### src/rtl/lc_pkg.sv
// Shared lifecycle ROM definitions: default geometry, reader FSM states and error codes.
package lc_pkg;

  localparam int LC_WIDTH  = 256;
  localparam int LC_LENGTH = 6;

  typedef enum logic [1:0] {
    IDLE  = 2'd0,
    ISSUE = 2'd1,
    WAIT  = 2'd2,
    DONE  = 2'd3
  } lc_rd_state_e;

  typedef enum logic [1:0] {
    ERR_NONE    = 2'b00,
    ERR_TIMEOUT = 2'b01,
    ERR_BADIDX  = 2'b10
  } lc_err_e;

endpackage

### src/rtl/lc_token_reader.sv
// Lifecycle ROM reader: fetches one entry or scans all entries and compares
// each against a caller token, reporting match, first matching index and error.
module lc_token_reader
  import lc_pkg::*;
#(
  parameter int WIDTH   = LC_WIDTH,
  parameter int LENGTH  = LC_LENGTH,
  parameter int TIMEOUT = 8,
  localparam int AW     = $clog2(LENGTH)
) (
  input  logic             clk,
  input  logic             rst,
  input  logic             start,
  input  logic             mode,
  input  logic [AW-1:0]    idx,
  input  logic [WIDTH-1:0] token,
  output logic             busy,
  output logic             done,
  output logic             match,
  output logic [AW-1:0]    match_idx,
  output logic [1:0]       err,
  output logic             mem_rd_en,
  output logic [AW-1:0]    mem_addr,
  input  logic [WIDTH-1:0] mem_rdData,
  input  logic             mem_valid
);

  localparam int CW = $clog2(TIMEOUT + 1);
  localparam logic [AW-1:0] LAST = AW'(LENGTH - 1);
  localparam logic [CW-1:0] WAIT_LIMIT = CW'(TIMEOUT - 1);

  lc_rd_state_e     state_q, state_d;
  logic             mode_q, mode_d;
  logic [WIDTH-1:0] token_q, token_d;
  logic [AW-1:0]    cur_q, cur_d;
  logic [CW-1:0]    wait_cnt_q, wait_cnt_d;
  logic             match_q, match_d;
  logic [AW-1:0]    match_idx_q, match_idx_d;
  lc_err_e          err_q, err_d;

  always_ff @(posedge clk or negedge rst) begin
    if (!rst) begin
      state_q     <= IDLE;
      mode_q      <= 1'b0;
      token_q     <= '0;
      cur_q       <= '0;
      wait_cnt_q  <= '0;
      match_q     <= 1'b0;
      match_idx_q <= '0;
      err_q       <= ERR_NONE;
    end else begin
      state_q     <= state_d;
      mode_q      <= mode_d;
      token_q     <= token_d;
      cur_q       <= cur_d;
      wait_cnt_q  <= wait_cnt_d;
      match_q     <= match_d;
      match_idx_q <= match_idx_d;
      err_q       <= err_d;
    end
  end

  always_comb begin
    state_d     = state_q;
    mode_d      = mode_q;
    token_d     = token_q;
    cur_d       = cur_q;
    wait_cnt_d  = wait_cnt_q;
    match_d     = match_q;
    match_idx_d = match_idx_q;
    err_d       = err_q;
    mem_rd_en   = 1'b0;
    done        = 1'b0;

    unique case (state_q)
      IDLE: begin
        if (start) begin
          mode_d      = mode;
          token_d     = token;
          match_d     = 1'b0;
          match_idx_d = '0;
          err_d       = ERR_NONE;
          // An out-of-range single index never touches the ROM and keeps cur in range.
          if (!mode && (idx > LAST)) begin
            cur_d   = '0;
            err_d   = ERR_BADIDX;
            state_d = DONE;
          end else begin
            cur_d   = mode ? '0 : idx;
            state_d = ISSUE;
          end
        end
      end
      ISSUE: begin
        mem_rd_en  = 1'b1;
        wait_cnt_d = '0;
        state_d    = WAIT;
      end
      WAIT: begin
        if (mem_valid) begin
          if (mem_rdData == token_q) begin
            match_d     = 1'b1;
            match_idx_d = cur_q;
            state_d     = DONE;
          end else if (!mode_q || (cur_q == LAST)) begin
            state_d = DONE;
          end else begin
            cur_d   = cur_q + AW'(1);
            state_d = ISSUE;
          end
        end else if (wait_cnt_q == WAIT_LIMIT) begin
          err_d   = ERR_TIMEOUT;
          state_d = DONE;
        end else begin
          wait_cnt_d = wait_cnt_q + CW'(1);
        end
      end
      DONE: begin
        done    = 1'b1;
        state_d = IDLE;
      end
      default: state_d = IDLE;
    endcase
  end

  assign busy      = (state_q != IDLE);
  assign mem_addr  = cur_q;
  assign match     = match_q;
  assign match_idx = match_idx_q;
  assign err       = err_q;

endmodule

### config.mk
export PLATFORM = sky130hd
export DESIGN_NAME = lc_token_reader
export DESIGN_NICKNAME = d
export VERILOG_FILES = /design/src/rtl/lc_pkg.sv /design/src/rtl/lc_token_reader.sv
export SDC_FILE = /design/constraint.sdc
export NUM_CORES = 1
export LEC_CHECK = 0
export CELL_PAD_IN_SITES_DETAIL_PLACEMENT = 1
export CELL_PAD_IN_SITES_GLOBAL_PLACEMENT = 1
export CORE_AREA = 2 2 208 210
export DETAILED_ROUTE_END_ITERATION = 16
export DIE_AREA = 0 0 210 212
export DONT_BUFFER_PORTS = 1
export GPL_TIMING_DRIVEN = 0
export PLACE_DENSITY_LB_ADDON = 0.1
export SYNTH_ARGS = -nofsm -noshare
export SYNTH_HDL_FRONTEND = slang
export SYNTH_SLANG_ARGS = --single-unit
### constraint.sdc
create_clock -name clk -period 2.8 [get_ports clk]
set_input_delay 0.56 -clock clk [delete_from_list [all_inputs] [get_ports clk]]
set_output_delay 0.56 -clock clk [all_outputs]
set_load 0.05 [all_outputs]
==> impl_metrics.csv <==
group,metric,value,unit
route,drt_wl_total,59900,µm
logic_synthesis,synth-edff-count,0,
die,die_width,210,µm
logic_synthesis,yosys.cell_types.count,37,
global_route,grt_pass1_vias,11400,
timing,final_hold_viol_count,272,
die,rows,76,
pwr,power.leakage,7.11,nW
pwr,power_density,1180,nW/µm²
timing,slew_headroom,0.232,
die,start_util,0.310,
final_layout,nNetsFinal,2079,
global_route,grt_max_degree,273,
die,fp.dieH,212,µm
clock_tree,tritoncts,"done",
clock_tree,clk_latency,0.54,ns
die,core,42500,µm²
timing,worstMarginPinSlew,1.15,ns
logic_synthesis,synthMuxAreaShare,0.00304,
logic_synthesis,synth-compound-area-share,0.00980,
timing,tns,0,ns
route,vias,10500,
die,die-area,44500,µm²
pwr,p_sw_frac,0.391,
clock_tree,numCtsBuffers,35,
placement,dp.final_hpwl,46000,µm
job,maxCapViolCount,0,
timing,period_share,0.994,
logic_synthesis,syn_nets,2038,
worst_setup_path,worst_ep_arrival_time,3.23,ns
logic_synthesis,syn_inst,1515,
logic_synthesis,synth_fa_ha_area_frac,0.00285,
placement,gp_congestion,0.829,
worst_setup_path,end_kind,"flip-flop",
global_route,grt_antenna_before_repair,4,
logic_synthesis,synth_top_family_by_area,"simple AND/OR/NAND/NOR gates",
worst_setup_path,worstSetupStartpoint,"token_q[110]",
clock_tree,cts.reportedPaths.clkPinSlew,0.06,ns
pwr,pwr-share-comb,0.338,
final_layout,syn2layout_area_growth,15.6,%
logic_synthesis,synth-seq-cells,272,
global_route,grt_usage,0.265,
logic_synthesis,synth_xor_area_frac,0.171,
worst_setup_path,r2r_slack,0.02,ns
pwr,total_power,0.0180,W
logic_synthesis,syn_avg_cell_area,8.68,µm²
global_route,grt_pass1_wl,81600,µm
route,ant_nets,0,
route,drtIter0Drc,526,
clock_tree,cts-htree-levels,2,
pwr,vdd_drop_max,0.000555,V
route,drt_pre_antenna_iters,4,
status,violations,"hold timing",
logic_synthesis,synth_common_cells,"nand2_1, dfrtp_1, xnor2_1",
final_layout,final_area,15200,µm²
die,io_pins,532,
logic_synthesis,synthFlopType,"dfrtp_1",
timing,layout_min_cycle_time,2.78,ns
timing,whs,-0.278,ns
logic_synthesis,synth_seq_area_share,0.517,
logic_synthesis,synthSimpleGateAreaFrac,0.276,
route,viasPerCell,4.92,
worst_setup_path,r2r-end,"match_idx[0]",
route,avgRoutedWirePerCell,28.1,µm
logic_synthesis,synth_top_area_share,0.517,
placement,place.port_buffers,0,
timing,finalSetupViolCount,0,
logic_synthesis,ys_top_cells_by_area,"dfrtp_1, nand2_1, xnor2_1, nand4_1, clkbuf_1",
worst_setup_path,rr_worst_depth,9,
logic_synthesis,synth_area,13200,µm²
pwr,seq_power_share,0.405,
logic_synthesis,ys_warn_count,0,
clock_tree,clkSinkCount,272,
final_layout,fin_util,0.358,
logic_synthesis,yosysMostFrequentCell,"nand2_1",
logic_synthesis,async_flop_share,1.00,
pwr,clkPwrFrac,0.257,
final_layout,drive_gt1_frac,0.0582,
final_layout,fillers,4982,
worst_setup_path,reg2reg_from,"token_q[110]",
worst_setup_path,required,3.25,ns
pwr,power_switching,0.00703,W
global_route,overflow,0,
status,status,"finished, violations left",
placement,postPlaceCellArea,13800,µm²
worst_setup_path,critPathMaxFanout,4,
worst_setup_path,critical_path_class,"flip-flop to flip-flop",
timing,fin_skew,0.0125,ns
clock_tree,cts_root_buf,"clkbuf_16",
timing,fmax,0.359,GHz
timing,slew_viol_final,0,
min_path,min-delay-path-class,"primary input to async pin",
logic_synthesis,yosysTopAreaCell,"dfrtp_1",
pwr,p_int,0.0110,W
clock_tree,clockBufferDepth,3,
worst_setup_path,startpoint_type,"flip-flop",
route,drc_errors,0,
[metal layers]
metal,share of wire,track usage,up-vias
li1,-,-,4849
met2,0.50,0.463,371
met1,0.39,0.303,5172
met3,0.084,0.0926,76
met4,0.027,0.0893,4
met5,0.00045,0,-
[registers in the layout, summed over array words and instances (netlist names)]
signal / count
mem_addr: 3
match: 1
match_idx: 3
token_q: 256
mode_q: 1
err: 2
wait_cnt_q: 4
state_q: 2
[placed cells by master, fill, tap and decap left out, drive strengths merged, types with 2 or more instances in the layout]
master,instances
xnor2,256
and3,2
and2,2
buf,5
o2bb2ai,2
mux2i,4
a21oi,2
nand2,781
clkbuf,119
nor4,17
nand3,2
nor3,2
nand4,71
inv,7
ha,3
o31ai,2
nand3b,2
dfrtp,272
o21ai,6
nor2,8
nor2b,2
[through the flow]
stage                     worst slack, ns  cells
final                              0.0160   2128
after CTS                         0.00176   2127
after global routing              -0.0568   2128
after floorplan                     0.633   1515
after global placement             -0.659   2061
after detailed placement           -0.664   2061
[critical path, stage by stage, from the launching register on]
cell and delay [ns]:
dfrtp_1 0.40, xnor2_1 0.28, nand4_1 0.38, nor4_2 0.45, nand4_1 0.20, nor4_4 0.27, buf_4 0.21, and3_4 0.19
buf_6 0.11, mux2i_1 0.19
[cell families after synthesis]
logic type,Yosys count
XOR/XNOR,257
adder cells (fa/ha/maj),3
AO/OA/AOI/OAI,19
AND/OR/NAND/NOR,893
flip-flops,272
buffers and inverters,67
multiplexers,4
[repair_timing]
action,CTS,global route
pin swaps,8,13
gates cloned,0,0
setup endpoints to repair,56,34
setup buffers,4,0
endpoints found under the hold margin,272,272
gates resized for setup,20,22
[area by class of cell]
cell class	instances	area, µm²	area share
timing repair buffer	4	30.0	0.00197
multi-input combinational	1176	6250	0.411
antenna	1	2.50	0.000164
buffer	60	250	0.0164
clock buffer	60	1130	0.0744
tap	546	683	0.0449
sequential	272	6810	0.447
clock inverter	2	35.0	0.00230
inverter	7	26.3	0.00173
[worst max path at each step]
stage	to	slack (ns)
floorplan	match_idx[2]	0.63
global placement	match_idx[1]	-0.66
detailed placement	match_idx[0]	-0.66
CTS	match_idx[0]	0.002
global route	match_idx[0]	-0.06
finish	match_idx[0]	0.02
[power by group through the flow]
stage	Combinational, W	Clock, W	Sequential [W]
after detailed placement	0.00608	0	0.00733
final	0.00609	0.00462	0.00728
after CTS	0.00618	0.00475	0.00728
after global placement	0.00590	0	0.00726
after global routing	0.00685	0.00489	0.00748
after floorplan	0.00418	0	0.00689
Power figures use the tool's default switching activity.
